<file path="config.mk">
export PLATFORM = sky130hd
export DESIGN_NAME = n64adv2_dram_arbiter
export DESIGN_NICKNAME = d
export VERILOG_FILES = /design/src/rtl/n64adv2_dram_arbiter.sv
export SDC_FILE = /design/constraint.sdc
export NUM_CORES = 1
export LEC_CHECK = 0
export ABC_CLOCK_PERIOD_IN_PS = 5500
export BUFFER_PORTS_ARGS = -buffer_cell sky130_fd_sc_hd__buf_2
export CAP_MARGIN = 40
export CORE_MARGIN = 8
export CORE_UTILIZATION = 40
export CTS_CLUSTER_DIAMETER = 100
export DETAILED_ROUTE_END_ITERATION = 8
export GPL_ROUTABILITY_DRIVEN = 0
export PLACE_DENSITY = 0.73
export SLEW_MARGIN = 20
export SYNTH_ARGS = -nofsm -noshare
export SYNTH_HDL_FRONTEND = slang
export SYNTH_SLANG_ARGS = --single-unit
</file>
<file path="constraint.sdc">
create_clock -name DRAM_CLK_i -period 5.5 [get_ports DRAM_CLK_i]
set_input_delay 1.1 -clock DRAM_CLK_i [delete_from_list [all_inputs] [get_ports DRAM_CLK_i]]
set_output_delay 1.1 -clock DRAM_CLK_i [all_outputs]
set_load 0.01 [all_outputs]
</file>
<file path="src/rtl/n64adv2_dram_arbiter.sv">
// n64adv2_dram_arbiter: schedules the single SDRAM command port between frame writer,
// scaler prefetch reader and auto-refresh. Define N64ADV2_DRAM_ARB_URGENT_EN for urgent-read priority.
module n64adv2_dram_arbiter #(
   parameter int REF_INTERVAL = 390,
   parameter int REF_FORCE    = 4,
   parameter int REF_MAX      = 8,
   parameter int ADDR_W       = 22
) (
   input  logic              DRAM_CLK_i,
   input  logic              DRAM_RST_i,
   input  logic              wr_req_i,
   input  logic [ADDR_W-1:0] wr_addr_i,
   output logic              wr_gnt_o,
   output logic              wr_done_o,
   input  logic              rd_req_i,
   input  logic [ADDR_W-1:0] rd_addr_i,
   output logic              rd_gnt_o,
   output logic              rd_done_o,
   input  logic              rd_urgent_i,
   output logic              ctrl_valid_o,
   output logic [1:0]        ctrl_cmd_o,
   output logic [ADDR_W-1:0] ctrl_addr_o,
   input  logic              ctrl_ready_i,
   input  logic              ctrl_done_i,
   output logic              ref_overflow_o
);

   localparam int TICK_W = (REF_INTERVAL > 1) ? $clog2(REF_INTERVAL) : 1;
   localparam int DEBT_W = $clog2(REF_MAX + 1);
   localparam logic [1:0] CMD_RD  = 2'b00;
   localparam logic [1:0] CMD_WR  = 2'b01;
   localparam logic [1:0] CMD_REF = 2'b10;

   typedef enum logic [1:0] {ST_IDLE, ST_ISSUE, ST_BUSY} state_t;

   state_t            state;
   logic [TICK_W-1:0] tick_cnt;
   logic [DEBT_W-1:0] debt;
   logic [DEBT_W-1:0] debt_nxt;
   logic              rr_rd;
   logic              tick_wrap;
   logic              ref_acc;
   logic              urgent_rd;
   logic              sel_valid;
   logic [1:0]        sel_cmd;
   logic [ADDR_W-1:0] sel_addr;

   assign tick_wrap = (tick_cnt == TICK_W'(REF_INTERVAL - 1));
   assign ref_acc   = (state == ST_ISSUE) && ctrl_ready_i && (ctrl_cmd_o == CMD_REF);

`ifdef N64ADV2_DRAM_ARB_URGENT_EN
   assign urgent_rd = rd_urgent_i & rd_req_i;
`else
   assign urgent_rd = rd_urgent_i & 1'b0;
`endif

   // a tick and an accepted refresh in the same cycle cancel out
   always_comb begin
      debt_nxt = debt;
      if (tick_wrap && !ref_acc && (debt != DEBT_W'(REF_MAX)))
         debt_nxt = debt + DEBT_W'(1);
      else if (!tick_wrap && ref_acc)
         debt_nxt = debt - DEBT_W'(1);
   end

   always_comb begin
      sel_valid = 1'b1;
      sel_cmd   = CMD_REF;
      if (debt >= DEBT_W'(REF_FORCE))
         sel_cmd = CMD_REF;
      else if (urgent_rd)
         sel_cmd = CMD_RD;
      else if (rd_req_i && wr_req_i)
         sel_cmd = rr_rd ? CMD_RD : CMD_WR;
      else if (rd_req_i)
         sel_cmd = CMD_RD;
      else if (wr_req_i)
         sel_cmd = CMD_WR;
      else if (debt != '0)
         sel_cmd = CMD_REF;
      else
         sel_valid = 1'b0;

      case (sel_cmd)
         CMD_RD:  sel_addr = rd_addr_i;
         CMD_WR:  sel_addr = wr_addr_i;
         default: sel_addr = '0;
      endcase
   end

   always_ff @(posedge DRAM_CLK_i or posedge DRAM_RST_i) begin
      if (DRAM_RST_i) begin
         state          <= ST_IDLE;
         tick_cnt       <= '0;
         debt           <= '0;
         rr_rd          <= 1'b1;
         ctrl_valid_o   <= 1'b0;
         ctrl_cmd_o     <= CMD_RD;
         ctrl_addr_o    <= '0;
         rd_gnt_o       <= 1'b0;
         wr_gnt_o       <= 1'b0;
         rd_done_o      <= 1'b0;
         wr_done_o      <= 1'b0;
         ref_overflow_o <= 1'b0;
      end else begin
         tick_cnt  <= tick_wrap ? '0 : tick_cnt + TICK_W'(1);
         debt      <= debt_nxt;
         if (debt_nxt == DEBT_W'(REF_MAX))
            ref_overflow_o <= 1'b1;
         rd_gnt_o  <= 1'b0;
         wr_gnt_o  <= 1'b0;
         rd_done_o <= 1'b0;
         wr_done_o <= 1'b0;

         case (state)
            ST_IDLE: begin
               if (sel_valid) begin
                  ctrl_valid_o <= 1'b1;
                  ctrl_cmd_o   <= sel_cmd;
                  ctrl_addr_o  <= sel_addr;
                  state        <= ST_ISSUE;
               end
            end
            ST_ISSUE: begin
               if (ctrl_ready_i) begin
                  ctrl_valid_o <= 1'b0;
                  rd_gnt_o     <= (ctrl_cmd_o == CMD_RD);
                  wr_gnt_o     <= (ctrl_cmd_o == CMD_WR);
                  if (ctrl_cmd_o != CMD_REF)
                     rr_rd <= (ctrl_cmd_o == CMD_WR);
                  state        <= ST_BUSY;
               end
            end
            ST_BUSY: begin
               // cmd stays registered through BUSY so done can be routed
               if (ctrl_done_i) begin
                  rd_done_o <= (ctrl_cmd_o == CMD_RD);
                  wr_done_o <= (ctrl_cmd_o == CMD_WR);
                  state     <= ST_IDLE;
               end
            end
            default: state <= ST_IDLE;
         endcase
      end
   end

endmodule
</file>
# ---- Word level (Yosys, flattened, before mapping)
# Cells that the tools add are included.
dict set report word_totals {
  reg_bits 46
  latchBits 0
  ram_bits 0
  mem_bits_ro 0
  output_inout_bits 30
  word_cells 74
  n_memories 0
}
dict set report op_classes {
  n_addsub 3
  multipliers 0
  div_mod_pow 0
  magnitude_cmp 1
  eq_ne 12
  shift 0
  mux 29
  n_bitwise 0
  reduce_logical 17
}
# operator count
set ops {}
lappend ops {{22-bit case mux with 2 select lines} 1}
lappend ops {{1-bit two-way mux} 16}
lappend ops {{2-bit two-way mux} 7}
lappend ops {{9-bit by 1-bit adder with 9-bit output (second input constant)} 1}
lappend ops {{9-bit equality test (second input constant)} 1}
lappend ops {{9-bit two-way mux} 1}
lappend ops {{3-bit AND reduction} 3}
lappend ops {{4-bit two-way mux} 2}
lappend ops {{2-bit != test (second input constant)} 4}
lappend ops {{2-bit by 1-bit equality test with 1-bit output (second input constant)} 3}
lappend ops {{1-bit logical AND} 6}
lappend ops {{2-bit zero test} 3}
lappend ops {{2-bit case mux with 3 select lines} 1}
lappend ops {{4-bit by 1-bit adder with 4-bit output (second input constant)} 1}
lappend ops {{2-bit equality test (second input constant)} 2}
lappend ops {{4-bit equality test (second input constant)} 1}
lappend ops {{4-bit by 3-bit >= comparator with 1-bit output (second input constant)} 1}
lappend ops {{4-bit != test (second input constant)} 1}
lappend ops {{4-bit nonzero test} 1}
lappend ops {{4-bit by 1-bit subtractor with 4-bit output (second input constant)} 1}
lappend ops {{1-bit zero test} 2}
lappend ops {{1-bit case mux with 2 select lines} 1}
lappend ops {{2-bit AND reduction} 1}
lappend ops {{2-bit nonzero test} 1}

# ---- Longest topological paths before layout
dict set report depth {
  ltp_word 8
  ltp_mapped 8
  mapped_depth_nobuf 7
}

# ---- Least setup slack after synthesis
# OpenSTA, ideal clock, no wires.
dict set report synth_timing {
  path_type {in2reg}
  start {input port ctrl_ready_i}
  end {register ref_overflow_o}
  setup_ps 104
  t_arrival_ps 2242
  required_ps 5396
  setup_slack_ps 3155
  stages 5
  n_path_buf 0
  cell_sequence {nand3b_4 -> o211a_1 -> a32o_1 -> mux2_4 -> o41ai_2}
}
dict set report synth_between {
  elab_chain_len 7
}
# item line_no
set synth_rtl {}
lappend synth_rtl {{start, declared} 23} ;# input logic ctrl_ready_i,
lappend synth_rtl {{1-bit logical AND * (2 in series)} 49} ;# assign ref_acc = (state == ST_ISSUE) && ctrl_ready_i && (ctrl_cmd_o == CMD_REF);
lappend synth_rtl {{1-bit zero test} 60} ;# if (tick_wrap && !ref_acc && (debt != DEBT_W'(REF_MAX)))
lappend synth_rtl {{1-bit logical AND (2 in series)} 60}
lappend synth_rtl {{4-bit two-way mux *} 60}
lappend synth_rtl {{named net debt_nxt[2]} 39} ;# logic [DEBT_W-1:0] debt_nxt;
lappend synth_rtl {{4-bit equality test *} 108} ;# if (debt_nxt == DEBT_W'(REF_MAX))
lappend synth_rtl {{end signal, assigned} 104} ;# ref_overflow_o <= 1'b0;
lappend synth_rtl {{end signal, assigned} 109} ;# ref_overflow_o <= 1'b1;
lappend synth_rtl {{end, declared} 25} ;# output logic ref_overflow_o
# Mark *: on every way through the listed nets, which the timed path passes. The rest lies on a longest branch.
# A chain may end at the register's enable or synchronous reset.

# ---- Worst setup path in the final report
# Same ends and word-level chain as after synthesis.

==> impl_metrics.py <==
metrics = {
    "routing": {
        "totalWireLength_um": 5320,
        "viasPerCell": 5.09,
        "drtAntennaViolNets": 0,
        "drtIter0Drc": 143,
        "vias": 1818,
        "drc": 0,
        "firstDrtPassIters": 4,
        "post_drt_wl_per_cell_um": 14.9,
    },
    "sta": {
        "maxClockFrequency_ghz": 0.432,
        "period_share_pct": 42.1,
        "period_needed_ns": 2.31,
        "hold_viol": 0,
        "tns_ns": 0,
        "final_max_slew_viol_count": 0,
        "slew_headroom_pct": 48.4,
        "rsz0062_at_grt": "no",
        "worst_pin_slew_ns": 0.774,
        "setup_viol": 0,
        "fin_skew_ns": 0.00772,
    },
    "synth": {
        "synth_cell_types": 38,
        "synth_area_leader_cell": "dfrtp_1",
        "synthCells": 207,
        "synth_seq_cells": 46,
        "netlist_area_mm2": 0.00215,
        "synth_area_per_cell_um2": 10.4,
        "netlist.area_leader.share_pct": 52.3,
        "yosysWarnings": 0,
        "yosysSeqAreaShare_pct": 53.5,
        "syn_nets": 262,
        "synth.area.top_cells": "dfrtp_1 52%, a221o_1 10%, nor2_1 6.6%",
    },
    "global_routing": {
        "track_usage_pct": 14.1,
        "overflow": 0,
        "grt_antenna_before_repair": 0,
        "grt_pass1_vias": 1878,
        "grt_max_degree": 48,
        "grt_pass1_wl_um": 8650,
    },
    "die": {
        "ios": 81,
        "die-area_mm2": 0.00799,
        "die_h_um": 89.4,
        "die_w_um": 89.4,
        "core_area_mm2": 0.00514,
        "start_util_pct": 41.9,
        "rows": 26,
    },
    "clock_network": {
        "cts_root_buf": "clkbuf_8",
        "postCtsResizedCells": 0,
        "cts_tree": "done",
        "cts_hold_buffers": 0,
        "cts.clk_slew.worst_paths_ns": 0.08,
        "numCtsBuffers": 5,
        "h-tree-depth": 2,
        "cts.sinks": 46,
        "cts_setup_buffers": 0,
        "clock_path_buffers": 2,
        "clkLatencyLatePin_ns": 0.30,
    },
    "setup_path": {
        "reg2reg_slack_ns": 3.38,
        "worstPathRequired_ns": 5.69,
        "startpoint_type": "primary input",
        "r2r_end": "ref_overflow_o",
        "crit_type": "primary input to flop",
        "endpoint_kind": "flop",
        "crit_fanout": 10,
        "critPathArrivalTime_ns": 2.51,
        "r2r_start": "tick_cnt[1]",
        "worstRegToRegCells": 7,
    },
    "hold_path": {
        "min_path_cells": 2,
        "hold_class": "flop to flop",
        "holdPathEnd": "ref_overflow_o",
        "min_from": "ref_overflow_o",
    },
    "cells_and_area": {
        "fillCellCount": 470,
        "antenna_cells": 0,
        "drive_gt1_share_pct": 34.5,
        "syn_to_final_growth_pct": 26.9,
        "stdcell_area_mm2": 0.00274,
        "nets": 341,
        "fin_util_pct": 53.2,
    },
    "power": {
        "switchingPower_mw": 0.480,
        "p_comb_share_pct": 38.3,
        "ir_drop_uv": 289,
        "power_frac_clock_pct": 20.0,
        "leakage_nw": 1.40,
        "swShare_pct": 37.0,
        "internal-power_mw": 0.817,
        "power_density_mw_per_mm2": 474,
        "seqPwrFrac_pct": 41.7,
    },
    "placed_design": {
        "dpl-instance-area_mm2": 0.00262,
        "dp_hpwl_um": 3960,
        "numPortBuffers": 79,
    },
    "status": {
        "outcome": "complete, no violations",
    },
    "run": {
        "maxCapViolCount": 0,
    },
}
==> sequential cells by signal, indices dropped and copies added (netlist names) <==
register / count
ctrl_addr_o: 22
tick_cnt: 9
debt: 4
ctrl_cmd_o: 2
state: 2
ctrl_valid_o: 1
rd_done_o: 1
rd_gnt_o: 1
ref_overflow_o: 1
rr_rd: 1
wr_done_o: 1
wr_gnt_o: 1
==> per-stage QoR <==
stage               instances  power (mW)  hold WS, ns  setup slack (ns)
floorplan                 207       0.861        0.452              3.15
CTS                       357        1.31        0.479              3.18
global placement          349        1.04        0.452              2.95
detailed placement        349        1.05        0.452              2.85
global route              357        1.39        0.510              3.12
finish                    357        1.30        0.475              3.19
==> cell usage in the layout, fill, tap and decap left out, types with 2 or more instances in the layout <==
cell type,instances
a211oi_2,2
a221o_1,22
a2bb2oi_1,2
and3_1,3
buf_2,79
buf_4,3
clkbuf_8,6
dfrtp_1,45
ha_1,4
inv_1,8
nand2_1,30
nand2b_1,2
nand3_1,5
nor2_1,38
nor3_1,3
o21ai_0,3
xnor2_1,5
xor2_1,4
==> per-layer routing <==
| layer | global-route usage [%] | part of all wire [%] | vias up |
|---|---|---|---|
| li1 | - | - | 884 |
| met1 | 17.1 | 44 | 851 |
| met2 | 21.9 | 46 | 77 |
| met3 | 6.62 | 8.6 | 6 |
| met4 | 3.63 | 1.0 | 0 |
| met5 | 0 | 0 | - |
==> worst max-delay path by stage <==
stage	from	cells after the start	endpoint	slack (ns)
6_report	ctrl_ready_i	6	ref_overflow_o	3.19
5_1_grt	ctrl_ready_i	6	ref_overflow_o	3.12
4_1_cts	ctrl_ready_i	6	ref_overflow_o	3.18
3_5_place_dp	ctrl_ready_i	6	ref_overflow_o	2.85
3_3_place_gp	ctrl_ready_i	6	ref_overflow_o	2.95
2_1_floorplan	ctrl_ready_i	5	ref_overflow_o	3.15
==> critical path, cell delays in order <==
cell	delay, ns
buf_2	0.11
nand3b_4	0.15
o211a_1	0.27
a32o_1	0.26
mux2_4	0.28
o41ai_2	0.33
==> cell usage after synthesis <==
cell type  instances
o211ai_1           1
nand3b_1           1
a21o_1             1
nor2_1            38
and4bb_4           1
clkbuf_1           8
nand3b_4           1
dfrtp_1           45
nand2_1           30
nand3_1            5
a221o_1           22
mux2_4             1
nand4_1            1
ha_1               4
buf_6              1
and2_4             1
nor2b_1            1
nor3_1             3
inv_1              9
a32o_1             1
o22ai_1            1
o21bai_2           1
buf_2              1
a211oi_1           2
and3_1             3
o211a_1            1
a22oi_1            1
a2bb2oi_1          2
o311ai_1           1
dfstp_2            1
xor2_1             4
a211oi_2           1
xnor2_1            5
o41ai_2            1
and4bb_2           1
o21ai_0            3
o221ai_1           1
nand2b_1           2
==> logic make-up (layout without fill, tap and decap cells) <==
logic type	after synthesis	count (layout)	synth area share, %
AOI/OAI and AO/OA	40	40	17.4
buffers and inverters	19	99	3.72
and+or+nand+nor	88	88	18.8
adders and majority gates	4	4	2.32
xor gates and xnor gates	9	9	3.66
muxes	1	1	0.697
DFF	46	46	53.5
==> power by group through the flow <==
| stage | sequential (mW) | combinational (mW) | clock, mW |
|---|---|---|---|
| 2_1_floorplan | 0.572 | 0.289 | 0 |
| 3_3_place_gp | 0.544 | 0.491 | 0 |
| 3_5_place_dp | 0.543 | 0.505 | 0 |
| 4_1_cts | 0.542 | 0.504 | 0.266 |
| 5_1_grt | 0.557 | 0.546 | 0.283 |
| 6_report | 0.540 | 0.496 | 0.260 |
==> layout make-up <==
type | instances | area [µm²] | area share, %
Clock buffer | 7 | 86.3 | 3.16
Inverter | 9 | 33.8 | 1.24
Timing Repair Buffer | 82 | 418 | 15.3
Multi-Input combinational cell | 142 | 927 | 33.9
Clock inverter | 1 | 30.0 | 1.10
Tap cell | 70 | 87.6 | 3.20
Sequential cell | 46 | 1150 | 42.1
(Power assumes the default switching activity.)
